**src/rtl/multiplicador_seq_if.sv**
```systemverilog
// ============================================================================
// Module  : multiplicador_seq_if
// Brief   : Operand/result handshake bundle for the sequential multiplier.
// Revision: 1.0
// ============================================================================
`default_nettype none

interface multiplicador_seq_if #(
  parameter int WIDTH = 4
);
  logic                 start;
  logic [WIDTH-1:0]     A;
  logic [WIDTH-1:0]     B;
  logic                 ready;
  logic                 done;
  logic [2*WIDTH-1:0]   P;

  modport master (output start, A, B, input  ready, done, P);
  modport slave  (input  start, A, B, output ready, done, P);
endinterface

`default_nettype wire

```
**src/rtl/multiplicador_seq.sv**
```systemverilog
// ============================================================================
// Module  : multiplicador_seq
// Brief   : Shift-and-add unsigned multiplier, one add/shift per cycle.
//           Optional MULT_ZERO_BYPASS_EN skips iterations for zero operands.
// Revision: 1.0
// ============================================================================
`default_nettype none

module multiplicador_seq #(
  parameter int WIDTH = 4
) (
  input  wire logic           clk,
  input  wire logic           rst,
  multiplicador_seq_if.slave  mul_if
);

  localparam int CNT_W = $clog2(WIDTH) + 1;

  typedef enum logic [1:0] {
    S_IDLE = 2'd0,
    S_CALC = 2'd1,
    S_DONE = 2'd2
  } state_t;

  state_t               state_q;
  logic [WIDTH-1:0]     mcand_q;
  logic [WIDTH-1:0]     mplier_q;
  logic [WIDTH-1:0]     acc_hi_q;
  logic [CNT_W-1:0]     cnt_q;
  logic [2*WIDTH-1:0]   p_q;
  logic                 ready_q;
  logic                 done_q;
  logic [WIDTH:0]       sum_d;
  logic                 zero_op_d;

  // Carry-out lands in sum_d[WIDTH] and becomes the new accumulator MSB.
  assign sum_d = {1'b0, acc_hi_q} + {1'b0, (mplier_q[0] ? mcand_q : {WIDTH{1'b0}})};

`ifdef MULT_ZERO_BYPASS_EN
  assign zero_op_d = (mul_if.A == '0) || (mul_if.B == '0);
`else
  assign zero_op_d = 1'b0;
`endif

  always_ff @(posedge clk) begin
    if (rst) begin
      state_q  <= S_IDLE;
      mcand_q  <= '0;
      mplier_q <= '0;
      acc_hi_q <= '0;
      cnt_q    <= '0;
      p_q      <= '0;
      ready_q  <= 1'b1;
      done_q   <= 1'b0;
    end else begin
      case (state_q)
        S_IDLE: begin
          if (mul_if.start) begin
            ready_q <= 1'b0;
            if (zero_op_d) begin
              state_q <= S_DONE;
              p_q     <= '0;
              done_q  <= 1'b1;
            end else begin
              state_q  <= S_CALC;
              mcand_q  <= mul_if.A;
              mplier_q <= mul_if.B;
              acc_hi_q <= '0;
              cnt_q    <= '0;
            end
          end
        end
        S_CALC: begin
          {acc_hi_q, mplier_q} <= {sum_d, mplier_q[WIDTH-1:1]};
          cnt_q                <= cnt_q + 1'b1;
          if (cnt_q == CNT_W'(WIDTH - 1)) begin
            state_q <= S_DONE;
            p_q     <= {sum_d, mplier_q[WIDTH-1:1]};
            done_q  <= 1'b1;
          end
        end
        S_DONE: begin
          state_q <= S_IDLE;
          done_q  <= 1'b0;
          ready_q <= 1'b1;
        end
        default: begin
          state_q <= S_IDLE;
          done_q  <= 1'b0;
          ready_q <= 1'b1;
        end
      endcase
    end
  end

  assign mul_if.ready = ready_q;
  assign mul_if.done  = done_q;
  assign mul_if.P     = p_q;

endmodule

`default_nettype wire

```
**src/flat_wrapper.sv**
```systemverilog
// flat-port wrapper written by rule: the top's interface ports become plain ports
module multiplicador_seq_flat 
#(
  parameter int WIDTH = 4
)
  (clk, rst, mul_if_start, mul_if_A, mul_if_B, mul_if_ready, mul_if_done, mul_if_P);
  multiplicador_seq_if #(.WIDTH(WIDTH)) mul_if_i ();
  input  wire logic clk;
  input  wire logic rst;
  input wire logic [$bits(mul_if_i.start)-1:0] mul_if_start;
  input wire logic [$bits(mul_if_i.A)-1:0] mul_if_A;
  input wire logic [$bits(mul_if_i.B)-1:0] mul_if_B;
  output wire logic [$bits(mul_if_i.ready)-1:0] mul_if_ready;
  output wire logic [$bits(mul_if_i.done)-1:0] mul_if_done;
  output wire logic [$bits(mul_if_i.P)-1:0] mul_if_P;
  assign mul_if_i.start = mul_if_start;
  assign mul_if_i.A = mul_if_A;
  assign mul_if_i.B = mul_if_B;
  assign mul_if_ready = mul_if_i.ready;
  assign mul_if_done = mul_if_i.done;
  assign mul_if_P = mul_if_i.P;
  multiplicador_seq #(.WIDTH(WIDTH)) u_core (.clk(clk), .rst(rst), .mul_if(mul_if_i));
endmodule
```
**config.mk**
```make
export PLATFORM = sky130hd
export DESIGN_NAME = multiplicador_seq_flat
export DESIGN_NICKNAME = d
export VERILOG_FILES = /design/src/rtl/multiplicador_seq_if.sv /design/src/rtl/multiplicador_seq.sv /design/src/flat_wrapper.sv
export SDC_FILE = /design/constraint.sdc
export NUM_CORES = 1
export LEC_CHECK = 0
export CORE_ASPECT_RATIO = 1.75
export CORE_MARGIN = 5
export CORE_UTILIZATION = 40
export CTS_CLUSTER_DIAMETER = 60
export DETAILED_ROUTE_END_ITERATION = 8
export DONT_BUFFER_PORTS = 1
export GPL_ROUTABILITY_DRIVEN = 0
export PLACE_DENSITY = 0.65
export SYNTH_ARGS = -nofsm -noshare
export SYNTH_HDL_FRONTEND = slang
export SYNTH_SLANG_ARGS = --single-unit
```
**constraint.sdc**
```tcl
create_clock -name clk -period 3.6 [get_ports clk]
set_clock_uncertainty 0.2 [all_clocks]
set_input_delay 0.54 -clock clk [delete_from_list [all_inputs] [get_ports clk]]
set_output_delay 0.54 -clock clk [all_outputs]
set_load 0.05 [all_outputs]
```
After elaboration in Yosys (flattened, before gate mapping)
Cells that the tools add are included.

Add/subtract/negate cells: 2. Equal/unequal tests: 4. Multiplexer cells: 14. Bitwise gates (word level): 2. Reductions and logical operators: 8.

Operators by type and width (number): one-hot mux 4 bit (2 select lines) (2); two-way mux 4 bit (3); AND reduction 2 bit (6); one-hot mux 3 bit (2 select lines) (1); adder 4 x 4 -> 5 bit (1); two-way mux 2 bit (2); one-hot mux 1 bit (2 select lines) (2); one-hot mux 2 bit (2 select lines) (1); adder 3 x 1 -> 3 bit (second input constant) (1); equality test 3 x 2 -> 1 bit (second input constant) (1); two-way mux 3 bit (1); equality test 2 x 1 -> 1 bit (second input constant) (1); logical NOT 2 bit (1); two-way mux 1 bit (2); inequality test 2 x 1 -> 1 bit (second input constant) (1); inequality test 2 bit (second input constant) (1); inverter 1 bit (2); nonzero test 2 bit (1).

Register bits: 27. Output and inout port bits: 10. Word-level logic and storage cells: 38.

Depth between registers and ports, before layout
Word-level depth: 3. Depth in mapped cells: 6. Mapped depth without buffers: 6.

Worst setup path before layout
No wires, ideal clock.

Kind: flip-flop to flip-flop. From: register u_core.mplier_q[0]. To: register u_core.acc_hi_q[3]. Setup time: 131 ps. Arrival: 1494 ps. Path slack: 1776 ps. Cell stages (with the launch flop): 7. Period minus slack after synthesis: 1824 ps. Path through: dfxtp_1 -> and2_1 -> ha_1 -> fa_1 -> a21o_1 -> a21oi_1 -> o32ai_1.

Longest elaborated chain between the ends: 3.

Ends and longest elaborated chain: from (decl) (line multiplicador_seq.sv:27) `logic [WIDTH-1:0] mplier_q;`; from (signal assigned) (line multiplicador_seq.sv:67) `mplier_q <= mul_if.B;`; from (signal assigned) (line multiplicador_seq.sv:74) `{acc_hi_q, mplier_q} <= {sum_d, mplier_q[WIDTH-1:1]};`; two-way mux 4 bit (line multiplicador_seq.sv:37) `assign sum_d = {1'b0, acc_hi_q} + {1'b0, (mplier_q[0] ? mcand_q : {WIDTH{1'b0}})};`; adder 4 x 4 -> 5 bit (line multiplicador_seq.sv:37); one-hot mux 4 bit (2 select lines) (line multiplicador_seq.sv:56) `case (state_q)`; to (signal assigned) (line multiplicador_seq.sv:74); to (decl) (line multiplicador_seq.sv:28) `logic [WIDTH-1:0] acc_hi_q;`.

No other way between the ends. A chain may end at the register's enable or synchronous reset.

Worst setup path in the final report
Ends and elaborated chain as after synthesis.

==> results.md <==
- First-pass GRT wire length: 3950 um
- Mapped Nets: 152
- Vias in the first global route: 926
- Reg2Reg Setup Slack: 1.65 ns
- Initial core utilization: 0.418
- Worst VDD drop: 0.268 mV
- Vias per cell: 5.72
- Fin Setup TNS: 0 ns
- CP arrival: 1.90 ns
- Post_cts resized: 0
- Critical Path RT: 3.55 ns
- Cts bufs inserted: 3
- Row count: 26
- Final Hold Fails: 0
- Design area: 0.00125 mm2
- Cts hold-fix bufs: 0
- PwrDens: 422 mW/mm2
- Final ANT Viol Nets: 0
- Clk_lat worst skew: 0.27 ns
- Number of synthesized register bits: 27
- Commonest cells after routing, fill and taps aside: dfxtp_1 (27), nand2_1 (20), nor2_1 (15)
- Relative slew slack: 0.645
- Final Cycle Share: 0.541
- CP max FO: 5
- Commonest non-fill, non-tap cell in the layout: dfxtp_1
- Yosys warnings: 0
- Syn Area/Cell: 9.12 um2
- Initial antenna violation count: 0
- Initial DRC Count: 29
- Final Setup Violations: 0
- I/O pin count: 21
- Mapped Cells: 134
- Final net count: 149
- GR Overflow Total: 0
- P_leak: 0.501 nW
- Die extent in x: 51.8 um
- H-tree depth: 1
- CTS Sinks: 27
- Drt first pass iters: 4
- Largest net degree at the start of global routing: 32
- Share of layout cells above drive strength 1: 0.0462
- Critical path capture point type: flop
- Sequential cell area: 541 um2
- Least-Margin Pin Slew: 0.531 ns
- Drt wl/cell: 14.5 um
- Placeable Area: 0.00293 mm2
- Fillcell total: 298
- DR vias: 903
- Antenna Cells: 0
- Hpwl dp: 1760 um
- Area of placed instances: 0.00120 mm2
- Min-Delay Path Class: input port to flop
- Status: completed
- Sequential share of the synthesized area: 0.442
- Netlist Area Pre-Place: 0.00122 mm2
- RSZ-0062 raised after global routing: no
- Total of max-cap violations: 0
- Die H: 83.1 um
- Post-CTS setup buffers: 0
- Residual DRC: 0
- Period minus WS final: 1.95 ns
- WL final: 2300 um
- Clock transition at the registers of the reported paths: 0.09 ns
- Gr usage total: 0.116
- IO buf count: 0
- Fmax: 513 MHz
- Total Power: 0.527 mW
- Root Driver: clkbuf_8
- CTS tree: yes
- Die Area: 0.00431 mm2
- Slew Limit Fails: 0
- Footprint of the multi-input gates: 621 um2
- Area growth, synth to finish: 2.25%
- Max Root-Sink Buffers: 2
- Synth cell types: 35
- Startpoint Class: flop
- Setup CP Type: flop to flop
==> critical path, cell delays in order, from the launching register on <==
cell and delay, ns:
dfxtp_1 0.34, and2_1 0.14, ha_1 0.22, fa_1 0.43, a21o_1 0.20, a21oi_1 0.20
o32ai_1 0.10
==> cell type report <==
| cell class | instances | area share |
|---|---|---|
| clock buffers | 3 | 0.0330 |
| clock inverters | 1 | 0.00400 |
| inverters | 2 | 0.00601 |
| multi-input cells | 97 | 0.496 |
| flip-flops and latches | 27 | 0.432 |
| well taps | 28 | 0.0280 |
==> flip-flops by register name, indices dropped and copies added, names as in the netlist <==
register	flops
u_core.mul_if.P	8
u_core.acc_hi_q	4
u_core.mcand_q	4
u_core.mplier_q	4
u_core.cnt_q	3
u_core.state_q	2
u_core.mul_if.done	1
u_core.mul_if.ready	1
==> path summary, 6_finish.rpt <==
check / to / startpoint / depth (start not counted)
worst min register to register: u_core.mul_if.P[1] / u_core.mplier_q[2] / 2
worst max register to register: u_core.acc_hi_q[3] / u_core.mplier_q[0] / 6
worst max-delay path: u_core.acc_hi_q[3] / u_core.mplier_q[0] / 6
worst min-delay path: u_core.acc_hi_q[0] / rst / 1
==> power by group <==
group | leakage (nW) | switching [mW] | total, mW | internal [mW]
combinational | 0.255 | 0.0212 | 0.0370 | 0.0159
sequential | 0.220 | 0.0117 | 0.321 | 0.309
clock | 0.0255 | 0.0918 | 0.169 | 0.0775
==> synthesized netlist by cell type (all sizes together) <==
master,instances,share of area
a2111o,2,0.018
a211o,1,0.0072
a211oi,1,0.0061
a21o,1,0.0061
a21oi,11,0.045
a22oi,1,0.0061
a311oi,4,0.029
and2,4,0.020
and2b,1,0.0061
and3b,1,0.0072
buf,7,0.041
clkbuf,1,0.0031
dfxtp,27,0.44
fa,1,0.016
ha,6,0.061
inv,2,0.0061
mux2i,5,0.041
nand2,20,0.061
nand2b,5,0.026
nand3,5,0.020
nand3b,2,0.015
nand4,2,0.010
nor2,15,0.046
nor2b,1,0.0051
nor3,1,0.0041
o21a,1,0.0061
o21ba,1,0.0082
o21bai,1,0.0061
o311ai,1,0.0072
o32ai,1,0.0072
or3b,1,0.0072
xor2,1,0.0072
==> cell families (layout without fill, tap and decap cells) <==
kind of cell    Yosys count  count (layout)  synth area share
compound gates           26              26             0.153
xor+xnor                  1               1           0.00717
fa+ha+maj                 7               7            0.0778
buf+inv                  10               6            0.0502
flops                    27              27             0.442
mux                       5               5            0.0409
simple gates             58              58             0.229
==> stage by stage <==
stage          setup WS, ns  instances  utilization  hold slack (ns)
2_1_floorplan          1.78        134            -            0.246
3_3_place_gp           1.72        154        0.411            0.249
3_5_place_dp           1.66        154        0.411            0.263
4_1_cts                1.65        158        0.427            0.120
5_1_grt                1.55        158        0.427            0.119
6_report               1.65        158        0.427            0.126
==> layer usage <==
layer	track usage	share of wire
met1	0.122	0.42
met2	0.218	0.52
met3	0.0215	0.051
met4	0.0406	0.015
met5	0	0
Power figures use the tool's default switching activity.
